[src/rtl/pi1_sram.sv]
`default_nettype none
// ============================================================================
// Module      : pi1_sram
// Description : PerInt slave driving an external asynchronous SRAM with
//               programmable read/write wait states and write hold time.
// Revision    : 1.0 - initial release
// ============================================================================
module pi1_sram #(
    parameter  int ARCHBITSZ     = 16,
    parameter  int SRAMADDRBITSZ = 16,
    parameter  int RDWAIT        = 2,
    parameter  int WRWAIT        = 2,
    parameter  int WRHOLD        = 1,
    localparam int ADDRBITSZ     = ARCHBITSZ - $clog2(ARCHBITSZ/8),
    localparam int SELBITSZ      = ARCHBITSZ/8
) (
    input  logic                     clk_i,
    input  logic                     rst_i,
    input  logic [1:0]               pi1_op_i,
    input  logic [ADDRBITSZ-1:0]     pi1_addr_i,
    input  logic [ARCHBITSZ-1:0]     pi1_data_i,
    output logic [ARCHBITSZ-1:0]     pi1_data_o,
    input  logic [SELBITSZ-1:0]      pi1_sel_i,
    output logic                     pi1_rdy_o,
    output logic [SRAMADDRBITSZ-1:0] sram_addr_o,
    output logic [ARCHBITSZ-1:0]     sram_dq_o,
    output logic                     sram_dq_oe_o,
    input  logic [ARCHBITSZ-1:0]     sram_dq_i,
    output logic                     sram_ce_n_o,
    output logic                     sram_oe_n_o,
    output logic                     sram_we_n_o,
    output logic [SELBITSZ-1:0]      sram_be_n_o
);

    localparam int c_max_wait = (RDWAIT > WRWAIT) ? ((RDWAIT > WRHOLD) ? RDWAIT : WRHOLD)
                                                  : ((WRWAIT > WRHOLD) ? WRWAIT : WRHOLD);
    localparam int CNTBITSZ   = ($clog2(c_max_wait + 1) < 1) ? 1 : $clog2(c_max_wait + 1);

    localparam logic [CNTBITSZ-1:0] c_rd_load    = CNTBITSZ'(RDWAIT - 1);
    localparam logic [CNTBITSZ-1:0] c_wr_load    = CNTBITSZ'(WRWAIT - 1);
    localparam logic [CNTBITSZ-1:0] c_whold_load = CNTBITSZ'(WRHOLD - 1);
    localparam logic [CNTBITSZ-1:0] c_cnt_one    = CNTBITSZ'(1);

    localparam logic [1:0] c_op_noop = 2'b00;
    localparam logic [1:0] c_op_rw   = 2'b11;

    localparam logic [2:0] c_st_idle  = 3'd0;
    localparam logic [2:0] c_st_rd    = 3'd1;
    localparam logic [2:0] c_st_wr    = 3'd2;
    localparam logic [2:0] c_st_whold = 3'd3;
    localparam logic [2:0] c_st_turn  = 3'd4;

    logic [2:0]               r_state;
    logic [CNTBITSZ-1:0]      r_cnt;
    logic                     r_rw;
    logic [SELBITSZ-1:0]      r_sel;
    logic                     r_rdy;
    logic [ARCHBITSZ-1:0]     r_rdata;
    logic [SRAMADDRBITSZ-1:0] r_addr;
    logic [ARCHBITSZ-1:0]     r_dq;
    logic                     r_dq_oe;
    logic                     r_ce_n;
    logic                     r_oe_n;
    logic                     r_we_n;
    logic [SELBITSZ-1:0]      r_be_n;
    logic [SRAMADDRBITSZ-1:0] w_addr;

    // Upper PerInt address bits are dropped so the SRAM aliases across the space.
    generate
        if (SRAMADDRBITSZ <= ADDRBITSZ) begin : g_addr_trunc
            assign w_addr = pi1_addr_i[SRAMADDRBITSZ-1:0];
        end else begin : g_addr_ext
            assign w_addr = {{(SRAMADDRBITSZ-ADDRBITSZ){1'b0}}, pi1_addr_i};
        end
    endgenerate

    always_ff @(posedge clk_i) begin
        if (!rst_i) begin
            r_state <= c_st_idle;
            r_cnt   <= '0;
            r_rw    <= 1'b0;
            r_sel   <= '0;
            r_rdy   <= 1'b1;
            r_rdata <= '0;
            r_addr  <= '0;
            r_dq    <= '0;
            r_dq_oe <= 1'b0;
            r_ce_n  <= 1'b1;
            r_oe_n  <= 1'b1;
            r_we_n  <= 1'b1;
            r_be_n  <= '1;
        end else begin
            case (r_state)
                c_st_idle: begin
                    if (pi1_op_i != c_op_noop) begin
                        r_addr <= w_addr;
                        r_dq   <= pi1_data_i;
                        r_sel  <= pi1_sel_i;
                        r_rw   <= (pi1_op_i == c_op_rw);
                        r_rdy  <= 1'b0;
                        if (pi1_op_i[1]) begin
                            r_state <= c_st_rd;
                            r_ce_n  <= 1'b0;
                            r_oe_n  <= 1'b0;
                            r_be_n  <= '0;
                            r_dq_oe <= 1'b0;
                            r_cnt   <= c_rd_load;
                        end else if (pi1_sel_i == '0) begin
                            // Empty write: one non-idle cycle with every strobe released.
                            r_state <= c_st_whold;
                            r_cnt   <= '0;
                        end else begin
                            r_state <= c_st_wr;
                            r_ce_n  <= 1'b0;
                            r_we_n  <= 1'b0;
                            r_be_n  <= ~pi1_sel_i;
                            r_dq_oe <= 1'b1;
                            r_cnt   <= c_wr_load;
                        end
                    end
                end
                c_st_rd: begin
                    if (r_cnt == '0) begin
                        r_rdata <= sram_dq_i;
                        r_oe_n  <= 1'b1;
                        if (r_rw && (r_sel != '0)) begin
                            r_state <= c_st_turn;
                            r_dq_oe <= 1'b1;
                        end else begin
                            r_state <= c_st_idle;
                            r_rdy   <= 1'b1;
                            r_ce_n  <= 1'b1;
                            r_be_n  <= '1;
                        end
                    end else begin
                        r_cnt <= r_cnt - c_cnt_one;
                    end
                end
                c_st_turn: begin
                    r_state <= c_st_wr;
                    r_we_n  <= 1'b0;
                    r_be_n  <= ~r_sel;
                    r_cnt   <= c_wr_load;
                end
                c_st_wr: begin
                    if (r_cnt == '0) begin
                        r_state <= c_st_whold;
                        r_we_n  <= 1'b1;
                        r_cnt   <= c_whold_load;
                    end else begin
                        r_cnt <= r_cnt - c_cnt_one;
                    end
                end
                c_st_whold: begin
                    if (r_cnt == '0) begin
                        r_state <= c_st_idle;
                        r_rdy   <= 1'b1;
                        r_ce_n  <= 1'b1;
                        r_dq_oe <= 1'b0;
                        r_be_n  <= '1;
                    end else begin
                        r_cnt <= r_cnt - c_cnt_one;
                    end
                end
                default: begin
                    r_state <= c_st_idle;
                    r_rdy   <= 1'b1;
                    r_ce_n  <= 1'b1;
                    r_oe_n  <= 1'b1;
                    r_we_n  <= 1'b1;
                    r_dq_oe <= 1'b0;
                    r_be_n  <= '1;
                end
            endcase
        end
    end

    assign pi1_data_o   = r_rdata;
    assign pi1_rdy_o    = r_rdy;
    assign sram_addr_o  = r_addr;
    assign sram_dq_o    = r_dq;
    assign sram_dq_oe_o = r_dq_oe;
    assign sram_ce_n_o  = r_ce_n;
    assign sram_oe_n_o  = r_oe_n;
    assign sram_we_n_o  = r_we_n;
    assign sram_be_n_o  = r_be_n;

endmodule
`default_nettype wire
[config.mk]
export PLATFORM = sky130hd
export DESIGN_NAME = pi1_sram
export DESIGN_NICKNAME = d
export VERILOG_FILES = /design/src/rtl/pi1_sram.sv
export SDC_FILE = /design/constraint.sdc
export NUM_CORES = 1
export LEC_CHECK = 0
export CORE_MARGIN = 3
export CORE_UTILIZATION = 29
export DETAILED_ROUTE_END_ITERATION = 8
export PLACE_DENSITY = 0.67
export SLEW_MARGIN = 20
export SYNTH_ARGS = -nofsm -noshare
export SYNTH_HDL_FRONTEND = slang
export SYNTH_SLANG_ARGS = --single-unit
[constraint.sdc]
create_clock -name clk_i -period 2.9 [get_ports clk_i]
set_clock_uncertainty 0.05 [all_clocks]
set_input_delay 0.58 -clock clk_i [delete_from_list [all_inputs] [get_ports clk_i]]
set_output_delay 0.58 -clock clk_i [all_outputs]
set_load 0.01 [all_outputs]
==> metrics.md <==
| Metric | Value |
|---|---|
| Share of cells above drive strength 1 | 0.0592 |
| Worst Tran Pin Value | 0.609 ns |
| Final Hold Fails | 0 |
| Power per cell area | 794 mW/mm^2 |
| Num CTS Buffers | 9 |
| Clk root buf | clkbuf_8 |
| DP HPWL | 4.92 mm |
| FMAX | 452 MHz |
| Relative slew slack | 0.593 |
| Layout area overhead | 52.5% |
| Mapped cell area | 0.00253 sq mm |
| Post-cts resize count | 0 |
| Final setup vio count | 0 |
| Clk slew on worst S/H paths | 0.07 ns |
| Critical path class | in -> reg |
| PnR worst setup slack | 0.688 ns |
| Fin. max-slew vios | 0 |
| Critical path cell sequence | clkdlybuf4s50_1 -> nor4_1 -> nand2_1 -> nand3_1 -> mux2_2 |
| Remaining DRCs | 0 |
| Chip height | 99.5 um |
| Slowest CP cell | clkdlybuf4s50_1 |
| Post-synth EDFFs | 0 |
| Synth async-reset ratio | 0 |
| Mapped Nets | 377 |
| Fin util | 0.464 |
| Clock Latency Late Sink | 0.33 ns |
| Number of diodes | 0 |
| # hold bufs at CTS | 0 |
| Setup TNS | 0 ns |
| Mean routed wirelength per cell | 13.4 um |
| Total design power | 3.07 mW |
| Die area | 0.00990 sq mm |
| Worst path required time | 3.07 ns |
| Slowest stage delay, CP | 0.59 ns |
| Tmin final | 2.21 ns |
| ANT nets after route | 0 |
| Total GRT Usage | 0.144 |
| Pre-antenna DRT Iters | 5 |
| Worst VDD drop | 0.302 mV |
| Startpoint Class | input port |
| Via density | 4.77 |
| GR Overflow Total | 0 |
| Overall routed net length | 7.04 mm |
| Top cell type's share of synthesized area | 0.490 |
| RSZ-0062 raised after global routing | no |
| Gate Count Post-Synth | 321 |
| CTS tree | built |
| Final period utilization | 0.763 |
| Synth warnings | 0 |
| First-pass GRT wire length | 11.6 mm |
| Max-cap check violation count | 0 |
| Unique masters post-synth | 43 |
| Most area-hungry cell type in the Yosys netlist | dfxtp_1 |
| Iter 0 DRT Violations | 68 |
| Vias in the first global route | 2462 |
| Count of input and output buffers | 106 |
| CP endpoint kind | flop |
| IO Pins | 108 |
| Outcome | finished clean |
| Initial antenna violation count | 0 |
| Seq/Total Area, Yosys | 0.490 |
| WP data arrival | 2.38 ns |
| Buffer and inverter count on the worst path | 1 |
| H-Tree Depth | 3 |
| WHS | 0.402 ns |
| Core Area | 0.00834 sq mm |
| Yosys reg bits | 62 |
| Layout Nets | 473 |
| Largest cells by area after synthesis | dfxtp_1, nand2_1, a21oi_1 |
| Tightest Hold Check Type | reg -> reg |
| Syn_area_per_cell | 7.90 sq um |
| Pin count of the biggest net entering global routing | 37 |
| Placement Setup Slack | 0.372 ns |
| Vias post-DR | 2512 |
| Setup Buffers After CTS | 0 |
| Starting Density | 0.304 |
| Rows | 33 |
| Leakage | 1.45 nW |
| Clk sinks | 62 |
| Reg2Reg Setup Slack | 0.91 ns |
| Die W | 99.5 um |
| Kind of cell adding the most delay to the critical path | simple AND/OR/NAND/NOR gates |
| Ys flop type | dfxtp_1 |
| Clock tree buffer depth | 2 |
| CP Max Fanout | 9 |
| Gpl congestion | 0.943 |
where the power goes:
| part | switching (mW) | internal (mW) |
|---|---|---|
| sequential | 0.118 | 1.01 |
| clock | 0.333 | 0.554 |
| combinational | 0.541 | 0.507 |
worst reg2reg max path, cell delays in order (launching register included):
cell,delay (ns)
dfxtp_1,0.50
or3_4,0.52
nor2_8,0.42
nand3_2,0.10
a221o_1,0.30
cells by family (layout without fill, tap and decap cells):
family	after synthesis	after routing	synth area share
adder cells (fa/ha/maj)	3	3	0.0148
AO/OA/AOI/OAI	84	84	0.195
multiplexers	2	2	0.00839
other	1	1	0.00148
buffers and inverters	32	133	0.0632
flip-flops	62	62	0.490
AND/OR/NAND/NOR	137	137	0.227
cell type report:
| cell class | count | area, sq um |
|---|---|---|
| clock buffer | 13 | 169 |
| clock inverter | 3 | 65.1 |
| fill | 850 | 4470 |
| inverter | 9 | 33.8 |
| multi-input combinational | 227 | 1140 |
| sequential | 62 | 1240 |
| tap | 105 | 131 |
| timing repair buffer | 108 | 1090 |
layout by cell type, fill, tap and decap left out, types with 2 or more instances in the layout:
cell             netlist  routed
clkdlybuf4s50_1        0     106
ha_1                   3       3
nand2_1              107     107
inv_1                  8       8
nand2b_1               3       3
a221o_1                2       2
nand3_1                7       7
dfxtp_1               62      62
a31oi_1                2       2
bufinv_16              0       2
clkbuf_8               0      12
nor2_1                 9       9
o21ai_0                5       5
a21oi_1               57      57
a221oi_1               2       2
nor3_1                 4       4
a211oi_1               2       2
per-layer routing:
metal,up-vias,wire length (um),track usage,part of all wire
met4,0,87,0.0567,0.012
met2,101,3350,0.236,0.48
met5,-,0,0,0
met3,10,609,0.0498,0.086
li1,1268,-,-,-
met1,1133,2990,0.173,0.43
Yosys cell counts, drive strengths merged, types with 3 or more instances:
library cell,instances
buf,12
clkbuf,11
ha,3
nand2,107
nand3,8
a21oi,57
inv,9
o21ai,7
dfxtp,62
nor3,4
nor2,10
nand2b,3
path summary, 6_finish.rpt:
path / end / cells past startpoint / from
hold reg to reg: sram_dq_o[5] / 2 / sram_dq_o[5]
setup / recovery: sram_be_n_o[0] / 5 / pi1_op_i[1]
setup reg to reg: sram_ce_n_o / 4 / r_state[0]
hold / removal: sram_dq_o[5] / 2 / sram_dq_o[5]
stage by stage:
stage | cells | instance area (sq um)
2_1_floorplan | 321 | 2530
3_3_place_gp | 511 | 3630
3_5_place_dp | 511 | 3630
4_1_cts | 527 | 3870
5_1_grt | 527 | 3870
6_report | 527 | 3870
flip-flops by register name, indices dropped and copies added, names as in the netlist:
signal        flops
sram_ce_n_o       1
sram_dq_o        16
sram_addr_o      15
sram_be_n_o       2
pi1_rdy_o         1
r_state           3
sram_we_n_o       1
sram_oe_n_o       1
r_cnt             2
r_rw              1
pi1_data_o       16
r_sel             2
sram_dq_oe_o      1
No activity file was read; power rests on OpenSTA's default activity.
